--- config.mk ---
export PLATFORM = sky130hd
export DESIGN_NAME = motor_ramp_pwm
export DESIGN_NICKNAME = d
export VERILOG_FILES = /design/src/rtl/motor_ramp_pwm.sv
export SDC_FILE = /design/constraint.sdc
export NUM_CORES = 1
export LEC_CHECK = 0
export ABC_AREA = 1
export CORE_UTILIZATION = 45
export CTS_BUF_LIST = sky130_fd_sc_hd__clkbuf_8 sky130_fd_sc_hd__clkbuf_16
export CTS_CLUSTER_SIZE = 14
export DETAILED_ROUTE_END_ITERATION = 8
export PLACE_DENSITY = 0.71
export SETUP_SLACK_MARGIN = 0.2
export SYNTH_ARGS = -nofsm -noshare
export SYNTH_HDL_FRONTEND = slang
export SYNTH_SLANG_ARGS = --single-unit
--- constraint.sdc ---
create_clock -name clk -period 6.85 [get_ports clk]
set_clock_uncertainty 0.2 [all_clocks]
set_input_delay 1.0275 -clock clk [delete_from_list [all_inputs] [get_ports clk]]
set_output_delay 1.0275 -clock clk [all_outputs]
set_load 0.01 [all_outputs]
--- src/rtl/motor_ramp_pwm.sv ---
// ---------------------------------------------------------------------------
// motor_ramp_pwm
//
// N-channel motor PWM driver with slew-limited duty and safe reversal.
// Every channel chases its requested duty and direction, but the applied duty
// moves by at most STEP per ramp tick. A direction change first ramps the
// duty down to zero. The channel then spends one whole ramp tick at zero duty
// before the new direction is applied. A global enable forces zero duty
// immediately. The applied direction is kept while the enable is low, so
// re-enabling never causes a surprise reversal.
//
// All channels share one period counter, so every PWM rising edge is
// phase-aligned.
//
// Ports:
//   clk          system clock
//   rst_n        asynchronous active-low reset
//   en           global enable; low forces all channels to zero duty
//   target_duty  requested duty, channel i at [i*DUTY_W +: DUTY_W]
//   target_dir   requested direction per channel (0 = forward)
//   pwm          registered PWM outputs
//   dir          applied direction per channel, registered
//   cur_duty     applied (ramped) duty per channel, registered
//   frame        one-cycle pulse in the cycle where the period counter is 0
//   settled      applied duty and direction equal the request, per channel
// ---------------------------------------------------------------------------
module motor_ramp_pwm #(
    parameter int N_CH         = 2,
    parameter int DUTY_W       = 10,
    parameter int PERIOD       = 4000,
    parameter int RAMP_PERIODS = 1,
    parameter int STEP         = 128
) (
    input  logic                     clk,
    input  logic                     rst_n,
    input  logic                     en,
    input  logic [N_CH*DUTY_W-1:0]   target_duty,
    input  logic [N_CH-1:0]          target_dir,
    output logic [N_CH-1:0]          pwm,
    output logic [N_CH-1:0]          dir,
    output logic [N_CH*DUTY_W-1:0]   cur_duty,
    output logic                     frame,
    output logic [N_CH-1:0]          settled
);

    localparam int CNT_W  = (PERIOD > 1) ? $clog2(PERIOD) : 1;
    localparam int RDIV_W = (RAMP_PERIODS > 1) ? $clog2(RAMP_PERIODS) : 1;

    // The duty*PERIOD product keeps its full width so that nothing is lost
    // before the shift. The threshold keeps the same width, and the counter
    // is zero-extended to it for the compare.
    localparam int PROD_W = DUTY_W + $clog2(PERIOD + 1);

    localparam logic [CNT_W-1:0]  CNT_LAST  = CNT_W'(PERIOD - 1);
    localparam logic [RDIV_W-1:0] RDIV_LAST = RDIV_W'(RAMP_PERIODS - 1);
    localparam logic [PROD_W-1:0] PERIOD_V  = PROD_W'(PERIOD);

    // A step larger than full scale behaves exactly like full scale, so the
    // step is clamped to fit the DUTY_W+1-bit arithmetic below.
    localparam int STEP_C = (STEP > (1 << DUTY_W)) ? (1 << DUTY_W) : STEP;
    localparam logic [DUTY_W:0] STEP_V = (DUTY_W + 1)'(STEP_C);

    logic [CNT_W-1:0]  r_cnt;
    logic [RDIV_W-1:0] r_rdiv;
    logic              r_frame;
    logic              w_wrap;
    logic              w_tick;
    logic              w_cntZero;

    // One ramp step for a single channel. When reversing, the duty only
    // falls toward zero. Otherwise it moves toward the target without
    // overshooting it. The arithmetic is one bit wider than the duty, so
    // cur+STEP cannot wrap.
    function automatic logic [DUTY_W-1:0] f_nextCur(
        input logic [DUTY_W-1:0] cur,
        input logic [DUTY_W-1:0] tgt,
        input logic              reverse
    );
        logic [DUTY_W:0]   c;
        logic [DUTY_W:0]   t;
        logic [DUTY_W-1:0] res;
        c   = {1'b0, cur};
        t   = {1'b0, tgt};
        res = cur;
        if (reverse) begin
            if (c > STEP_V) begin
                res = DUTY_W'(c - STEP_V);
            end else begin
                res = '0;
            end
        end else if (t > c) begin
            if ((t - c) > STEP_V) begin
                res = DUTY_W'(c + STEP_V);
            end else begin
                res = tgt;
            end
        end else if (c > t) begin
            if ((c - t) > STEP_V) begin
                res = DUTY_W'(c - STEP_V);
            end else begin
                res = tgt;
            end
        end
        return res;
    endfunction

    assign w_wrap    = (r_cnt == CNT_LAST);
    assign w_tick    = w_wrap && (r_rdiv == RDIV_LAST);
    assign w_cntZero = (r_cnt == '0);
    assign frame     = r_frame;

    // Free-running period counter. It keeps counting while the enable is low
    // so that PWM phase never shifts. The frame pulse is registered from the
    // wrap condition, so it is high exactly while the counter reads zero.
    always_ff @(posedge clk or negedge rst_n) begin
        if (!rst_n) begin
            r_cnt   <= '0;
            r_frame <= 1'b0;
        end else begin
            r_frame <= w_wrap;
            if (w_wrap) begin
                r_cnt <= '0;
            end else begin
                r_cnt <= r_cnt + 1'b1;
            end
        end
    end

    // Ramp divider. It counts period wraps, and its last count marks a ramp
    // tick. It is cleared while disabled, so a re-enable always waits a full
    // RAMP_PERIODS before the first step up.
    always_ff @(posedge clk or negedge rst_n) begin
        if (!rst_n) begin
            r_rdiv <= '0;
        end else if (!en) begin
            r_rdiv <= '0;
        end else if (w_wrap) begin
            if (r_rdiv == RDIV_LAST) begin
                r_rdiv <= '0;
            end else begin
                r_rdiv <= r_rdiv + 1'b1;
            end
        end
    end

    for (genvar g = 0; g < N_CH; g++) begin : g_ch
        logic [DUTY_W-1:0] w_tgt;
        logic              w_rev;
        logic [DUTY_W-1:0] w_nextCur;
        logic [PROD_W-1:0] w_thrNext;
        logic [DUTY_W-1:0] r_cur;
        logic              r_dir;
        logic [PROD_W-1:0] r_thr;
        logic              r_pwm;

        assign w_tgt     = target_duty[g*DUTY_W +: DUTY_W];
        assign w_rev     = (target_dir[g] != r_dir);
        assign w_nextCur = f_nextCur(r_cur, w_tgt, w_rev);
        assign w_thrNext = (PROD_W'(r_cur) * PERIOD_V) >> DUTY_W;

        // Applied duty and direction. Targets are only looked at on a tick.
        // The direction flips only when a reversal is requested and the duty
        // is already zero, which makes that tick the dead tick at zero duty.
        // A low enable wins over a tick on the same edge.
        always_ff @(posedge clk or negedge rst_n) begin
            if (!rst_n) begin
                r_cur <= '0;
                r_dir <= 1'b0;
            end else if (!en) begin
                r_cur <= '0;
            end else if (w_tick) begin
                r_cur <= w_nextCur;
                if (w_rev && (r_cur == '0)) begin
                    r_dir <= target_dir[g];
                end
            end
        end

        // The compare threshold is latched once per period, at the counter-zero
        // edge, from the duty the preceding wrap produced. This means a duty
        // change never reshapes a period that is already running. The PWM
        // output is the registered compare, one cycle behind the counter.
        always_ff @(posedge clk or negedge rst_n) begin
            if (!rst_n) begin
                r_thr <= '0;
                r_pwm <= 1'b0;
            end else if (!en) begin
                r_thr <= '0;
                r_pwm <= 1'b0;
            end else begin
                if (w_cntZero) begin
                    r_thr <= w_thrNext;
                end
                r_pwm <= (PROD_W'(r_cnt) < r_thr);
            end
        end

        assign cur_duty[g*DUTY_W +: DUTY_W] = r_cur;
        assign dir[g]     = r_dir;
        assign pwm[g]     = r_pwm;
        assign settled[g] = (r_cur == w_tgt) && (r_dir == target_dir[g]);
    end

endmodule

==> results of run 1 <==
-- synthesized netlist by cell type (5+ instances only) --
library cell / number
nand4_1: 34
a21oi_1: 70
o21ai_0: 34
fa_1: 58
dfrtp_1: 61
o21bai_1: 7
xnor2_1: 6
nand2_1: 335
nand2_2: 7
inv_1: 270
nor2_2: 7
xor2_1: 12
nand3_1: 91
ha_1: 158
buf_4: 5
nor3_1: 12
o22ai_1: 12
nor2_1: 60
-- cell families (layout without fill, tap and decap cells) --
group | Yosys count | in the layout | synth area share
flip-flops | 61 | 61 | 0.165
adder cells (fa/ha/maj) | 216 | 216 | 0.340
multiplexers | 1 | 1 | 0.00108
buffers and inverters | 285 | 339 | 0.122
AO/OA/AOI/OAI | 143 | 143 | 0.0912
AND/OR/NAND/NOR | 562 | 562 | 0.264
XOR/XNOR | 18 | 18 | 0.0171
-- through the flow --
stage	cells	worst slack [ns]	hold WS, ns
final	1610	2.29	0.289
after global routing	1610	1.87	0.328
after CTS	1610	2.26	0.290
after detailed placement	1594	2.28	0.277
after global placement	1594	2.35	0.270
after floorplan	1286	2.71	0.249
-- layout make-up --
type,instances,area (um2)
Clock buffer,9,225
Sequential cell,61,1530
Timing Repair Buffer,52,513
Inverter,271,1020
Multi-Input combinational cell,940,6580
Tap cell,270,338
Fill cell,2002,9840
Clock inverter,7,131
-- path summary, 6_finish.rpt --
| kind | from | endpoint | slack [ns] |
|---|---|---|---|
| setup / recovery | g_ch[0].r_cur[7] | g_ch[0].r_thr[11] | 2.29 |
| setup reg to reg | g_ch[0].r_cur[7] | g_ch[0].r_thr[11] | 2.29 |
| hold reg to reg | g_ch[1].r_thr[0] | g_ch[1].r_thr[0] | 0.29 |
| max in group asynchronous | rst_n | g_ch[1].r_cur[4] | 5.21 |
| hold / removal | g_ch[1].r_thr[0] | g_ch[1].r_thr[0] | 0.29 |
| min in group asynchronous | rst_n | g_ch[0].r_thr[3] | 0.69 |
-- worst max-delay path: cells and delay by family (launching register included) --
family	cells	cell delay, ns
flip-flops	1	0.58
adder cells (fa/ha/maj)	5	2.18
AND/OR/NAND/NOR	5	0.45
AO/OA/AOI/OAI	4	0.58
buffers and inverters	3	0.42
-- power groups by stage --
| stage | Sequential, W | Clock, W | Combinational [W] |
|---|---|---|---|
| floorplan | 0.000446 | 0 | 0.00128 |
| global placement | 0.000455 | 0 | 0.00165 |
| detailed placement | 0.000455 | 0 | 0.00167 |
| CTS | 0.000449 | 0.000571 | 0.00169 |
| global route | 0.000456 | 0.000584 | 0.00193 |
| finish | 0.000448 | 0.000558 | 0.00168 |
-- routing by layer --
layer / track usage / routed length [um]
met5: 0 / 0
met4: 0.0389 / 223
met3: 0.0377 / 855
met2: 0.377 / 10800
met1: 0.287 / 10200
-- sequential cells by signal (all words and copies together) (netlist names) --
signal / count
g_ch.r_dir: 2
r_cnt: 12
g_ch.r_pwm: 2
g_ch.r_thr: 24
frame: 1
g_ch.r_cur: 20
==> impl_metrics.env, run 1 <==
export IMPL_status="complete, no violations"
export IMPL_postRouteAntennaNets=0
export IMPL_synth_cell_types=44
export IMPL_tightest_slew_ns=0.860
export IMPL_final_hold_viol_count=0
export IMPL_vias=8197
export IMPL_hpwl_mm=18.0
export IMPL_yosysSeqAreaShare=0.165
export IMPL_sw_frac_of_total=0.477
export IMPL_fmax_mhz=219
export IMPL_drc=0
export IMPL_final_nets=1576
export IMPL_cp_common_cell="nand2_1"
export IMPL_core_area_um2=20200
export IMPL_routedWlPerCell_um=13.7
export IMPL_p_sw_w=0.00128
export IMPL_fp_dieW_um=145
export IMPL_gp_congestion=0.895
export IMPL_drt_vias_per_instance=5.09
export IMPL_cts_resized_gates=0
export IMPL_yosys_warnings=0
export IMPL_layout_common_cells="335 x nand2_1, 273 x inv_1, 158 x ha_1"
export IMPL_cp_max_fo=10
export IMPL_hold_depth=2
export IMPL_rows=52
export IMPL_period_needed_ns=4.56
export IMPL_path_cells="inv_1 -> ha_1 -> inv_1 -> fa_1 -> fa_1 -> fa_1 -> inv_1 -> ha_1 -> nand2_1 -> o21ai_0 -> nand2_1 -> nand4_1 -> nand2_1 -> nand2_1 -> a21oi_1 -> o21ai_0 -> o21ai_0"
export IMPL_clock_sinks=61
export IMPL_synth_top_area_share=0.214
export IMPL_yosys_top_cells_area="ha_1 21%, dfrtp_1 17%, nand2_1 14%, fa_1 13%, inv_1 11%"
export IMPL_setup_tns_ns=0
export IMPL_dpl_cell_area_um2=9980
export IMPL_synth_edf_count=0
export IMPL_clockPowerShare=0.207
export IMPL_ys_ff_latch=61
export IMPL_clk_latency_ns=0.34
export IMPL_cts_buffers=9
export IMPL_grt_max_degree=62
export IMPL_drtIter0Drc=434
export IMPL_ios=52
export IMPL_initial_core_util=0.458
export IMPL_area_delta_synth_final_pct=11.9
export IMPL_die_area_um2=21100
export IMPL_syn_area_per_cell_um2=7.18
export IMPL_wl_mm=22.1
export IMPL_yosys_area_top_type="ha_1"
export IMPL_min_period_over_period=0.666
export IMPL_stdcell_area_um2=10300
export IMPL_path_clk_slew_ns=0.06
export IMPL_maxSlewHeadroom=0.427
export IMPL_cts_buffer_depth=2
export IMPL_mappedNetlistArea_um2=9230
export IMPL_synthCells=1286
export IMPL_p_total_w=0.00269
export IMPL_ir_drop_uv=154
export IMPL_port_buffers=51
export IMPL_grt_usage=0.218
export IMPL_dr_pass1_iters=6
export IMPL_grt_pass1_vias=7892
export IMPL_syn_nets=1527
export IMPL_arrival_ns=4.56
export IMPL_holdBufCountCts=0
export IMPL_layout_commonest_cell="nand2_1"
export IMPL_slowest_delay_ns=0.58
export IMPL_die_height_um=145
export IMPL_setup_viol=0
export IMPL_min_delay_path_class="register to register"
export IMPL_antenna_found_initial=0
export IMPL_crit_type="register to register"
export IMPL_cp_required_ns=6.85
export IMPL_endpoint_kind="register"
export IMPL_cts_htree_levels=3
export IMPL_leakage_nw=5.62
export IMPL_async_reset_ff_frac=1.00
export IMPL_power_density_nw_per_um2=260
export IMPL_grt_pass1_wl_mm=37.6
export IMPL_drv_cap=0
export IMPL_n_antenna_cell=0
export IMPL_p_int_w=0.00141
export IMPL_cts_tree="built"
export IMPL_pwr_share_seq=0.167
export IMPL_post_route_util=0.512
export IMPL_synth_main_ff_cell="dfrtp_1"
export IMPL_postCtsSetupRepairBufs=0
export IMPL_cts_root_buf="clkbuf_16"
export IMPL_worst_r2r_path_depth=17
export IMPL_worstSetupStartpointType="register"
export IMPL_maxSlewViolCount=0
export IMPL_globalRouteOverflowTotal=0
export IMPL_crit_slowest_cell="dfrtp_1"
export IMPL_drive_above_1_share=0.0328
export IMPL_grt_setup_unrepaired="no"
export IMPL_power_frac_comb=0.626
Note: power is estimated with default switching activity, not from simulation.
==> inputs of run 2 (changes only) <==
Clock period 6.85 ns to 4.43 ns, I/O delays scaled along.
==> run 2 against run 1 <==
Net effect: utilization is 2.5 points higher; sequential share of layout area is 0.66 points lower; combinational power is 80% higher; clock power is 21% higher; cell area is 4.9% higher; via count is 2.6% higher; die area stayed put; register-to-register slack worse by 2.0 ns; sequential power is 38% higher; highest routed layer unchanged.
==> impl_metrics.env, run 2 (synthesis gave the netlist of run 1 again) <==
export IMPL_post_route_util=0.537
export IMPL_die_height_um=145
export IMPL_cts_tree="built"
export IMPL_maxSlewHeadroom=0.284
export IMPL_final_hold_viol_count=0
export IMPL_cts_buffer_depth=2
export IMPL_clock_sinks=61
export IMPL_tightest_slew_ns=1.07
export IMPL_grt_usage=0.216
export IMPL_drc=0
export IMPL_postRouteAntennaNets=0
export IMPL_routedWlPerCell_um=13.7
export IMPL_drive_above_1_share=0.106
export IMPL_fmax_mhz=242
export IMPL_reg2reg_setup_slack_ns=0.30
export IMPL_cts_buffers=9
export IMPL_wl_mm=22.7
export IMPL_cts_htree_levels=3
export IMPL_arrival_ns=4.18
export IMPL_layout_common_cells="325 x nand2_1, 255 x inv_1, 147 x ha_1"
export IMPL_status="complete, no violations"
export IMPL_holdWs_ns=0.290
export IMPL_worstReg2RegEnd="g_ch[1].r_thr[11]"
export IMPL_worstSetupStartpointType="register"
export IMPL_globalRouteOverflowTotal=0
export IMPL_final_nets=1617
export IMPL_leakage_nw=5.76
export IMPL_vias=8413
export IMPL_power_density_nw_per_um2=399
export IMPL_cp_required_ns=4.48
export IMPL_worst_r2r_path_depth=18
export IMPL_min_delay_path_class="register to register"
export IMPL_gp_congestion=0.901
export IMPL_min_to="g_ch[0].r_thr[0]"
export IMPL_ios=52
export IMPL_min_period_over_period=0.932
export IMPL_fillers=1980
export IMPL_drtIter0Drc=377
export IMPL_dp_cells=1621
export IMPL_clk_latency_ns=0.34
export IMPL_top_register="g_ch.r_thr"
export IMPL_setup_viol=0
export IMPL_period_needed_ns=4.13
export IMPL_fin_cells=1651
export IMPL_grt_setup_unrepaired="yes"
export IMPL_fp_dieW_um=145
export IMPL_rows=52
export IMPL_r2r_start="g_ch[1].r_cur[7]"
export IMPL_area_delta_synth_final_pct=17.4
export IMPL_ir_drop_uv=277
export IMPL_path_clk_slew_ns=0.06
export IMPL_min_from="g_ch[0].r_thr[0]"
export IMPL_drv_cap=0
export IMPL_grt_pass1_wl_mm=37.4
export IMPL_core_area_um2=20200
export IMPL_maxSlewViolCount=0
export IMPL_layout_commonest_cell="nand2_1"
export IMPL_top_regs="g_ch.r_thr: 24 flops, g_ch.r_cur: 20 flops, r_cnt: 12 flops"
export IMPL_initial_core_util=0.458
export IMPL_dr_pass1_iters=6
export IMPL_hold_depth=2
export IMPL_drt_vias_per_instance=5.10
export IMPL_grt_max_degree=45
export IMPL_grt_pass1_vias=7936
export IMPL_port_buffers=51
export IMPL_setup_tns_ns=0
export IMPL_endpoint_kind="register"
export IMPL_hpwl_mm=18.3
export IMPL_cts_root_buf="clkbuf_16"
export IMPL_die_area_um2=21100
export IMPL_p_total_w=0.00432
export IMPL_crit_type="register to register"
export IMPL_cp_max_fo=4
export IMPL_holdBufCountCts=0
export IMPL_antenna_found_initial=0
export IMPL_n_antenna_cell=0
export IMPL_largest_reg_flops=24
==> run 2: power breakdown <==
part / switching, W / internal (W) / leakage, nW
logic: 0.00184 / 0.00119 / 4.81
clock network: 0.000291 / 0.000385 / 0.129
registers: 0.0000251 / 0.000592 / 0.821
total: 0.00216 / 0.00217 / 5.76
==> run 2: worst max-delay path by stage <==
stage | startpoint | end | depth (start not counted)
floorplan | g_ch[1].r_cur[2] | g_ch[1].r_thr[11] | 15
global placement | g_ch[1].r_cur[1] | g_ch[1].r_thr[6] | 18
detailed placement | g_ch[1].r_cur[1] | g_ch[1].r_thr[11] | 17
CTS | g_ch[1].r_cur[6] | g_ch[1].r_thr[11] | 16
global route | g_ch[1].r_cur[6] | g_ch[1].r_thr[11] | 18
finish | g_ch[1].r_cur[7] | g_ch[1].r_thr[11] | 18
==> run 2: cell type report <==
cell class | count | area (um2) | area share
Timing Repair Buffer | 93 | 832 | 0.0768
Inverter | 271 | 1030 | 0.0953
Multi-Input combinational cell | 940 | 6820 | 0.630
Tap cell | 270 | 338 | 0.0312
Clock inverter | 7 | 57.6 | 0.00531
Clock buffer | 9 | 225 | 0.0208
Sequential cell | 61 | 1530 | 0.141
==> run 2: what timing repair did <==
item                       in CTS  in global routing
gates resized for setup         3                 71
setup buffers                   0                 14
pin swaps                       0                 40
setup endpoints to repair       3                 14
==> run 2: critical path: stages (launching register included) <==
cell and delay [ns]:
dfrtp_1 0.40, clkinvlp_4 0.13, buf_4 0.17, ha_1 0.28
inv_1 0.05, fa_1 0.48, fa_1 0.51, fa_1 0.53
inv_1 0.07, ha_4 0.18, a21oi_2 0.19, o21ai_2 0.10
a211oi_2 0.24, nand2_1 0.10, nand2_1 0.09, nand2_1 0.07
nand2_1 0.06, nand2_1 0.05, o22ai_1 0.15
==> run 2: through the flow <==
step	worst slack, ns	area (um2)
final	0.301	10800
after global placement	0.256	10200
after floorplan	0.291	9230
after CTS	0.214	10500
after global routing	0.109	10800
after detailed placement	0.168	10200
==> run 2: layer usage <==
| layer | share of wire | track usage | vias up |
|---|---|---|---|
| li1 | - | - | 4279 |
| met1 | 0.45 | 0.287 | 3900 |
| met2 | 0.49 | 0.373 | 206 |
| met3 | 0.042 | 0.0330 | 28 |
| met4 | 0.014 | 0.0405 | 0 |
| met5 | 0 | 0 | - |
==> inputs of run 3 (changes only) <==
Settings changed: CAP_MARGIN from default to 20, CTS_CLUSTER_DIAMETER from default to 60.
==> run 3 against run 2 <==
Net effect: critical endpoint unchanged; fmax about the same; worst hold slack got worse by 0.23 ns; sequential power about the same; global-route usage unchanged; total power increased by 0.12%; non-clock buffer count increased by 1; critical path depth unchanged; via count about the same; sequential share of layout area about the same; worst setup slack improved by 0.0019 ns.
==> impl_metrics.env, run 3 (synthesis gave the netlist of run 1 again) <==
export IMPL_ir_drop_uv=279
export IMPL_cts_buffer_depth=2
export IMPL_cp_required_ns=4.48
export IMPL_dr_pass1_iters=6
export IMPL_cts_root_buf="clkbuf_16"
export IMPL_core_area_um2=20200
export IMPL_drt_vias_per_instance=5.09
export IMPL_postRouteAntennaNets=0
export IMPL_port_buffers=51
export IMPL_top_regs="g_ch.r_thr: 24 flops, g_ch.r_cur: 20 flops, r_cnt: 12 flops"
export IMPL_min_delay_path_class="primary input to async pin"
export IMPL_setup_tns_ns=0
export IMPL_gp_congestion=0.901
export IMPL_setup_viol=0
export IMPL_die_height_um=145
export IMPL_antenna_found_initial=0
export IMPL_arrival_ns=4.18
export IMPL_n_antenna_cell=0
export IMPL_min_period_over_period=0.932
export IMPL_cts_buffers=9
export IMPL_cts_htree_levels=3
export IMPL_clk_latency_ns=0.34
export IMPL_die_area_um2=21100
export IMPL_path_clk_slew_ns=0.06
export IMPL_globalRouteOverflowTotal=0
export IMPL_endpoint_kind="register"
export IMPL_maxSlewViolCount=0
export IMPL_wl_mm=22.7
export IMPL_top_register="g_ch.r_thr"
export IMPL_drtIter0Drc=363
export IMPL_initial_core_util=0.458
export IMPL_rows=52
export IMPL_final_nets=1618
export IMPL_layout_common_cells="325 x nand2_1, 255 x inv_1, 147 x ha_1"
export IMPL_worst_slack_ns=0.303
export IMPL_tightest_slew_ns=0.710
export IMPL_largest_reg_flops=24
export IMPL_holdBufCountCts=0
export IMPL_routedWlPerCell_um=13.8
export IMPL_maxSlewHeadroom=0.526
export IMPL_power_density_nw_per_um2=399
export IMPL_hpwl_mm=18.3
export IMPL_dp_cells=1621
export IMPL_ios=52
export IMPL_cts_tree="built"
export IMPL_worstSetupStartpointType="register"
export IMPL_fp_dieW_um=145
export IMPL_vias=8414
export IMPL_grt_pass1_wl_mm=37.4
export IMPL_p_total_w=0.00433
export IMPL_grt_max_degree=45
export IMPL_layout_commonest_cell="nand2_1"
export IMPL_status="complete, no violations"
export IMPL_final_hold_viol_count=0
export IMPL_fillers=1978
export IMPL_crit_type="register to register"
export IMPL_post_place_ws_ns=0.168
export IMPL_clock_sinks=61
export IMPL_fin_cells=1652
export IMPL_ff_latch_area_um2=1530
export IMPL_holdWs_ns=0.0567
export IMPL_multi_input_area_um2=6820
export IMPL_fmax_mhz=242
export IMPL_drive_above_1_share=0.106
export IMPL_grt_pass1_vias=7936
export IMPL_grt_usage=0.216
export IMPL_drc=0
export IMPL_area_delta_synth_final_pct=17.6
export IMPL_cp_max_fo=4
export IMPL_period_needed_ns=4.13
export IMPL_grt_setup_unrepaired="yes"
export IMPL_leakage_nw=5.77
export IMPL_drv_cap=0
-- run 3: changes by cell type in the layout (fill, tap and decap cells not counted), sizes merged --
cell	delta
buf	+1
-- run 3: area by class of cell --
cell class,count,share of cell area
clock buffer,9,0.0207
tap,270,0.0311
inverter,271,0.0951
multi-input combinational,940,0.628
sequential,61,0.141
timing repair buffer,94,0.0785
clock inverter,7,0.00530
-- run 3: stage by stage --
step           utilization  area (um2)
6_report             0.538       10900
5_1_grt              0.538       10900
4_1_cts              0.519       10500
3_5_place_dp         0.505       10200
3_3_place_gp         0.505       10200
2_1_floorplan            -        9230
-- run 3: timing repair --
action | CTS | global route
endpoints found under the setup margin | 3 | 14
pin swaps | 0 | 40
resized for setup | 3 | 71
setup buffers | 0 | 14
-- run 3: routing by layer --
layer | wire length [um] | part of all wire | track usage | up-vias
met1 | 10300 | 0.46 | 0.287 | 3917
li1 | - | - | - | 4281
met2 | 11100 | 0.49 | 0.373 | 189
met3 | 901 | 0.040 | 0.0330 | 27
met4 | 323 | 0.014 | 0.0405 | 0
met5 | 0 | 0 | 0 | -
-- run 3: worst max-delay path, stage by stage, from the launching register on --
cell        delay [ns]
dfrtp_1           0.39
clkinvlp_4        0.13
buf_4             0.17
ha_1              0.28
inv_1             0.05
fa_1              0.48
fa_1              0.51
fa_1              0.53
inv_1             0.07
ha_4              0.18
a21oi_2           0.19
o21ai_2           0.10
a211oi_2          0.24
nand2_1           0.10
nand2_1           0.09
nand2_1           0.07
nand2_1           0.06
nand2_1           0.05
o22ai_1           0.15
-- run 3: worst paths after layout --
check	from	to	slack (ns)	depth (start not counted)
max	g_ch[1].r_cur[7]	g_ch[1].r_thr[11]	0.30	18
min	rst_n	r_cnt[2]	0.06	1
max reg2reg	g_ch[1].r_cur[7]	g_ch[1].r_thr[11]	0.30	18
min reg2reg	g_ch[0].r_thr[0]	g_ch[0].r_thr[0]	0.29	2
max in group asynchronous	rst_n	g_ch[1].r_thr[5]	3.38	2
min in group clk	g_ch[0].r_thr[0]	g_ch[0].r_thr[0]	0.29	2
-- run 3: power by group --
part / switching (W) / internal, W / total, W / leakage, nW
sequential: 0.0000252 / 0.000592 / 0.000617 / 0.821
clock: 0.000293 / 0.000385 / 0.000677 / 0.129
combinational: 0.00184 / 0.00119 / 0.00303 / 4.82
